==> src/rtl/axis_sample_fifo_if.sv <==
// axis_sample_fifo_if: sample capture / reader bus of the triplet FIFO.
// rd_ts exists only when SAMPLE_TIMESTAMP_EN is defined.
interface axis_sample_fifo_if #(parameter int DEPTH = 16);
    localparam int AW = $clog2(DEPTH);
    logic [15:0] x_data, y_data, z_data;
    logic capture, rd_req, clr_overflow;
    logic rd_valid, empty, full, overflow;
    logic [15:0] rd_x, rd_y, rd_z;
    logic [AW:0] count;
`ifdef SAMPLE_TIMESTAMP_EN
    logic [31:0] rd_ts;
    modport slave (input x_data, y_data, z_data, capture, rd_req, clr_overflow,
                   output rd_valid, rd_x, rd_y, rd_z, rd_ts, count, empty, full, overflow);
    modport master (output x_data, y_data, z_data, capture, rd_req, clr_overflow,
                    input rd_valid, rd_x, rd_y, rd_z, rd_ts, count, empty, full, overflow);
`else
    modport slave (input x_data, y_data, z_data, capture, rd_req, clr_overflow,
                   output rd_valid, rd_x, rd_y, rd_z, count, empty, full, overflow);
    modport master (output x_data, y_data, z_data, capture, rd_req, clr_overflow,
                    input rd_valid, rd_x, rd_y, rd_z, count, empty, full, overflow);
`endif
endinterface

==> src/rtl/axis_sample_fifo.sv <==
// axis_sample_fifo: circular FIFO of x/y/z sample triplets with sticky overflow.
// Define SAMPLE_TIMESTAMP_EN to store a 32-bit cycle stamp with each triplet.
module axis_sample_fifo #(
    parameter int DEPTH = 16
) (
    input logic sys_clk,
    input logic rst_n,
    axis_sample_fifo_if.slave bus
);
    localparam int AW = $clog2(DEPTH);
`ifdef SAMPLE_TIMESTAMP_EN
    localparam int W = 80;
`else
    localparam int W = 48;
`endif
    logic run;
    logic [AW-1:0] wp, rp;
    logic [AW:0] cnt, cnt_nxt;
    logic do_wr, do_rd, drop;
    logic valid_q, empty_q, full_q, ovf_q;
    logic [W-1:0] mem [DEPTH];
    logic [W-1:0] din, rd_q;
`ifdef SAMPLE_TIMESTAMP_EN
    logic [31:0] ts;
    always_ff @(posedge sys_clk or negedge rst_n)
        if (!rst_n) ts <= '0;
        else ts <= ts + 32'd1;
    assign din = {ts, bus.x_data, bus.y_data, bus.z_data};
    assign bus.rd_ts = rd_q[79:48];
`else
    assign din = {bus.x_data, bus.y_data, bus.z_data};
`endif
    // run holds off any transfer on the edge that releases reset
    always_comb begin
        do_rd = run && bus.rd_req && !empty_q;
        do_wr = run && bus.capture && (!full_q || do_rd);
        drop = run && bus.capture && full_q && !do_rd;
        cnt_nxt = cnt + (AW+1)'(do_wr) - (AW+1)'(do_rd);
    end
    always_ff @(posedge sys_clk)
        if (do_wr) mem[wp] <= din;
    always_ff @(posedge sys_clk or negedge rst_n) begin
        if (!rst_n) begin
            run <= 1'b0;
            wp <= '0;
            rp <= '0;
            cnt <= '0;
            empty_q <= 1'b1;
            full_q <= 1'b0;
            ovf_q <= 1'b0;
            valid_q <= 1'b0;
            rd_q <= '0;
        end else begin
            run <= 1'b1;
            cnt <= cnt_nxt;
            empty_q <= cnt_nxt == '0;
            full_q <= cnt_nxt == (AW+1)'(DEPTH);
            ovf_q <= drop ? 1'b1 : bus.clr_overflow ? 1'b0 : ovf_q;
            valid_q <= do_rd;
            if (do_wr) wp <= wp + AW'(1);
            if (do_rd) begin
                rp <= rp + AW'(1);
                rd_q <= mem[rp];
            end
        end
    end
    assign {bus.rd_x, bus.rd_y, bus.rd_z} = rd_q[47:0];
    assign bus.rd_valid = valid_q;
    assign bus.count = cnt;
    assign bus.empty = empty_q;
    assign bus.full = full_q;
    assign bus.overflow = ovf_q;
endmodule

==> src/flat_wrapper.sv <==
// flat-port wrapper written by rule: the top's interface ports become plain ports
module axis_sample_fifo_flat 
#(
    parameter int DEPTH = 16
)
  (sys_clk, rst_n, bus_x_data, bus_y_data, bus_z_data, bus_capture, bus_rd_req, bus_clr_overflow, bus_rd_valid, bus_rd_x, bus_rd_y, bus_rd_z, bus_count, bus_empty, bus_full, bus_overflow);
  axis_sample_fifo_if #(.DEPTH(DEPTH)) bus_i ();
  input logic sys_clk;
  input logic rst_n;
  input wire logic [$bits(bus_i.x_data)-1:0] bus_x_data;
  input wire logic [$bits(bus_i.y_data)-1:0] bus_y_data;
  input wire logic [$bits(bus_i.z_data)-1:0] bus_z_data;
  input wire logic [$bits(bus_i.capture)-1:0] bus_capture;
  input wire logic [$bits(bus_i.rd_req)-1:0] bus_rd_req;
  input wire logic [$bits(bus_i.clr_overflow)-1:0] bus_clr_overflow;
  output wire logic [$bits(bus_i.rd_valid)-1:0] bus_rd_valid;
  output wire logic [$bits(bus_i.rd_x)-1:0] bus_rd_x;
  output wire logic [$bits(bus_i.rd_y)-1:0] bus_rd_y;
  output wire logic [$bits(bus_i.rd_z)-1:0] bus_rd_z;
  output wire logic [$bits(bus_i.count)-1:0] bus_count;
  output wire logic [$bits(bus_i.empty)-1:0] bus_empty;
  output wire logic [$bits(bus_i.full)-1:0] bus_full;
  output wire logic [$bits(bus_i.overflow)-1:0] bus_overflow;
  assign bus_i.x_data = bus_x_data;
  assign bus_i.y_data = bus_y_data;
  assign bus_i.z_data = bus_z_data;
  assign bus_i.capture = bus_capture;
  assign bus_i.rd_req = bus_rd_req;
  assign bus_i.clr_overflow = bus_clr_overflow;
  assign bus_rd_valid = bus_i.rd_valid;
  assign bus_rd_x = bus_i.rd_x;
  assign bus_rd_y = bus_i.rd_y;
  assign bus_rd_z = bus_i.rd_z;
  assign bus_count = bus_i.count;
  assign bus_empty = bus_i.empty;
  assign bus_full = bus_i.full;
  assign bus_overflow = bus_i.overflow;
  axis_sample_fifo #(.DEPTH(DEPTH)) u_core (.sys_clk(sys_clk), .rst_n(rst_n), .bus(bus_i));
endmodule
==> config.mk <==
export PLATFORM = sky130hd
export DESIGN_NAME = axis_sample_fifo_flat
export DESIGN_NICKNAME = d
export VERILOG_FILES = /design/src/rtl/axis_sample_fifo_if.sv /design/src/rtl/axis_sample_fifo.sv /design/src/flat_wrapper.sv
export SDC_FILE = /design/constraint.sdc
export NUM_CORES = 1
export LEC_CHECK = 0
export ABC_AREA = 1
export CORE_MARGIN = 1
export CORE_UTILIZATION = 55
export CTS_BUF_LIST = sky130_fd_sc_hd__clkbuf_4
export DETAILED_ROUTE_END_ITERATION = 16
export PLACE_DENSITY = 0.77
export SKIP_LAST_GASP = 1
export SLEW_MARGIN = 20
export SYNTH_ARGS = -nofsm -noshare
export SYNTH_HDL_FRONTEND = slang
export SYNTH_SLANG_ARGS = --single-unit
export TNS_END_PERCENT = 1
==> constraint.sdc <==
create_clock -name sys_clk -period 4.6 [get_ports sys_clk]
set_clock_uncertainty 0.15 [all_clocks]
set_input_delay 0.92 -clock sys_clk [delete_from_list [all_inputs] [get_ports sys_clk]]
set_output_delay 0.92 -clock sys_clk [all_outputs]
set_load 0.05 [all_outputs]
After elaboration in Yosys (flattened, before gate mapping)
Memory sizes are Yosys's and may differ from the RTL's. A register that Yosys moved wholly into a read port is not among the register bits. Cells that the tools add are included.

Register bits after elaboration: 18. Memory bits (writable): 768. Bits of input ports: 53. Output and inout bits: 57. Word-level logic and storage cells: 31. Memories: 1.

Add/sub/neg operators: 4. Equality and inequality tests: 1. Muxes and demuxes: 4. Reduce and logical (&&, ||, !) cells: 13.

Memory list: u_core.mem (words 16, bits a word 48, read ports 1, clocked after Yosys merged registers in 1, wr ports 1, line axis_sample_fifo.sv:21) `logic [W-1:0] mem [DEPTH];`.

Operator list (count): 4-bit by 1-bit adder with 4-bit output, second input constant (2); 1-bit logical AND (6); 5-bit by 1-bit adder with 5-bit output (1); 5-bit == test, second input constant (1); 5-bit zero test (1); 5-bit by 1-bit subtractor with 5-bit output (1); 1-bit zero test (4); 1-bit two-way mux (4); 2-bit nonzero test (1); 1-bit logical OR (1).

Depth between registers and ports, before layout
Depth after elaboration: 7. Gate-level depth with buffers: 13. Gate-level depth less buffers: 12.

Worst setup path before layout
Ideal clock, no wire load.

Path type: input -> register. Start point: in bus_rd_req. End point: mem u_core.mem[11][0], enable pin. Library setup time: 454 ps. Arrival: 3611 ps. Required time: 3996 ps. Setup slack: 386 ps. Stages on the path: 6. Path buffers: 0. Cell sequence: nand3_2 -> a21oi_4 -> inv_1 -> nor2_1 -> inv_1 -> nor2_1.

Word-level cells in the longest chain between the ends: 6.

Ends and longest elaborated chain: from (decl) (line flat_wrapper.sv:14) `input wire logic [$bits(bus_i.rd_req)-1:0] bus_rd_req;`; 1-bit logical AND (2 in series) (line axis_sample_fifo.sv:35) `do_rd = run && bus.rd_req && !empty_q;`; 1-bit logical OR (line axis_sample_fifo.sv:36) `do_wr = run && bus.capture && (!full_q || do_rd);`; 1-bit logical AND (line axis_sample_fifo.sv:36); named net u_core.do_wr (line axis_sample_fifo.sv:19) `logic do_wr, do_rd, drop;`; 1-bit two-way mux (line axis_sample_fifo.sv:41) `if (do_wr) mem[wp] <= din;`; 1-bit two-way mux (not written as such) (line axis_sample_fifo.sv:41); to (decl) (line axis_sample_fifo.sv:21).

The timed path passes the listed nets, and every way through them passes these cells.

Final worst setup path
Start point: reg u_core.empty_q (netlist: u_core.bus.empty). End point: out bus_empty.

RTL lines: from (decl) (line axis_sample_fifo.sv:20) `logic valid_q, empty_q, full_q, ovf_q;`; from (signal assigned) (line axis_sample_fifo.sv:48) `empty_q <= 1'b1;`; from (signal assigned) (line axis_sample_fifo.sv:56) `empty_q <= cnt_nxt == '0;`; to (decl) (line flat_wrapper.sv:21) `output wire logic [$bits(bus_i.empty)-1:0] bus_empty;`.

No word-level cell between the ends.

==> impl_metrics.toml <==
[timing]
layout_setup_ws_ns = 1.203
tightest_slew_ns = 1.082
whs_ns = 0.3272
finalCritPeriodShare_pct = 73.85
hold_viol = 0
maxSlewViolCount = 0
rsz0062_at_grt = "no"
finalSetupViolCount = 0
clock.fmax_ghz = 0.2944
slew_headroom_pct = 27.89
period_minus_slack_ns = 3.397
fin_tns_setup_ns = 0

[finish]
layout.area.seq_mm2 = 0.02473
final_area_mm2 = 0.03789
fill_cells = 4420
multi_input_area_mm2 = 0.007771
final_common_cell = "nand2_1"
fin_cells = 3965
final_nets = 3076
finish.utilization_pct = 62.77
synthToLayoutAreaGrowth_pct = 12.70
final_cell_mix = "nand2_1 (1,167), edfxtp_1 (768), nand3_1 (577), clkbuf_4 (309), clkdlybuf4s50_1 (108)"
layout-drive-gt1-share_pct = 12.55

[grt]
antenna_found_initial = 3
grt_pass1_wl_um = 128700
grt_pass1_vias = 22570
grt_overflow = 0
grt.total_usage_pct = 27.19
grt_max_degree = 195

[synthesis]
synthTopCellsByArea = "edfxtp_1 (69%), nand2_1 (13%), nand3_1 (8.6%), dfrtp_1 (4.8%), buf_6 (1.5%)"
yosysSeqAreaShare_pct = 73.52
yosys_warnings = 0
synthFlopType = "edfxtp_1"
ys_ff_latch = 834
ys_types = 27
synth_edf_count = 768
synthesis.nets = 2888
syn_avg_cell_area_um2 = 11.90
yosys.area.top_type = "edfxtp_1"
async_flop_share_pct = 7.914
syn_area_mm2 = 0.03362
yosysTopAreaCellShare_pct = 68.60
syn_inst = 2824

[clock_network]
cts_setup_buffers = 0
clockRootBuffer = "clkbuf_4"
clkLatencyLatePin_ns = 1.04
cts_buffer_depth = 3
ctsResizeCount = 0
cts_tree = "done"
path_clk_slew_ns = 0.07
h-tree-depth = 4
hold_buffers = 1
cts_sinks = 834
cts_buffers = 199

[critical_path]
cpLargestDelayFamily = "buffers and inverters"
crit_arrival_ns = 2.33
cp_slowest_cell = "clkdlybuf4s50_1"
crit_type = "reg2out"
crit_path_end_kind = "primary output"
crit_path_start_kind = "flip-flop"
worstPathRequired_ns = 3.53
worst-path-buf-inv = 1
slowest_delay_ns = 0.79
path_cells = "clkdlybuf4s50_1"
crit_fanout = 2

[outcome]
status = "finished clean"

[placement]
placedCellCount = 3592
preCtsSetupSlack_ns = 0.8658
globalplace.congestion = 0.8511
place_hpwl_um = 44930
placed_area_mm2 = 0.03521
portBuffers = 109

[route]
avgViaCountPerCell = 5.711
drc = 0
vias = 22650
dr.first_iter.drc_count = 2822
wl_um = 83600
ant_nets = 0
dr.pass1.iters = 6
wire_per_inst_um = 21.09

[pwr]
leakage_nw = 14.41
max-vdd-ir-drop_mv = 0.4217
powerDensity_mw_per_mm2 = 626.3
power_mw = 23.73

[hold_path]
hp-class = "reg2reg"

[job]
drv_cap = 0

[floorplanning]
fp.coreArea_mm2 = 0.06036
start_util_pct = 55.70
die_w_um = 249.2
die_h_um = 249.2
rows = 90
dieArea_mm2 = 0.06212
num_io_pins = 110
[cell type report]
| class | instances | share of cell area, % |
|---|---|---|
| multi-input cells | 1796 | 20.51 |
| diodes | 3 | 0.01982 |
| repair buffers | 156 | 4.307 |
| clock inverters | 60 | 0.8818 |
| clock buffers | 309 | 6.123 |
| inverters | 25 | 0.3038 |
| well taps | 782 | 2.583 |
| flip-flops and latches | 834 | 65.27 |
[path summary, 6_finish.rpt]
check | from | end | slack, ns | depth (start not counted)
worst max register to register | u_core.rp[2] | u_core.rd_q[22] | 1.46 | 8
min in group asynchronous | rst_n | u_core.bus.rd_valid | 0.35 | 2
worst min register to register | u_core.rd_q[26] | u_core.rd_q[26] | 0.33 | 2
worst max-delay path | u_core.bus.empty | bus_empty | 1.20 | 1
max in group asynchronous | rst_n | u_core.rd_q[9] | 2.96 | 3
worst min-delay path | u_core.rd_q[26] | u_core.rd_q[26] | 0.33 | 2
[logic make-up (layout without fill, tap and decap cells)]
family | after synthesis | after routing | synth area share [%]
flip-flops | 834 | 834 | 73.52
AO/OA/AOI/OAI | 7 | 7 | 0.1414
AND/OR/NAND/NOR | 1767 | 1767 | 21.91
other | 1 | 4 | 0.01115
buffers and inverters | 194 | 550 | 3.722
adder cells (fa/ha/maj) | 11 | 11 | 0.4317
XOR/XNOR | 10 | 10 | 0.2606
[power breakdown]
part           internal [mW]  switching [mW]  total, mW
sequential              8.92           0.393       9.31
clock                   3.23            2.91       6.14
combinational           2.32            5.95       8.27
[synthesized netlist by cell type, types with 2 or more instances]
cell / number
a21oi_1: 2
buf_1: 7
buf_2: 82
buf_4: 15
buf_6: 46
clkbuf_1: 18
dfrtp_1: 65
edfxtp_1: 768
ha_1: 10
inv_1: 21
inv_2: 3
nand2_1: 1167
nand3_1: 577
nand4_1: 2
nor2_1: 19
o21ai_0: 3
xnor2_1: 2
xor2_1: 8
[per-layer routing]
metal,vias up,track usage (%),wire length [um]
met4,0,10.56,2008
met3,162,6.217,8398
met2,1373,44.21,41370
met1,10830,35.76,31830
met5,-,0,0
li1,10280,-,-
[state kept, by name, indices dropped and copies added, names as in the netlist, 4 cells and up]
register,cells
u_core.mem,768
u_core.rd_q,48
u_core.bus.count,5
u_core.rp,4
u_core.wp,4
(Power assumes the default switching activity.)
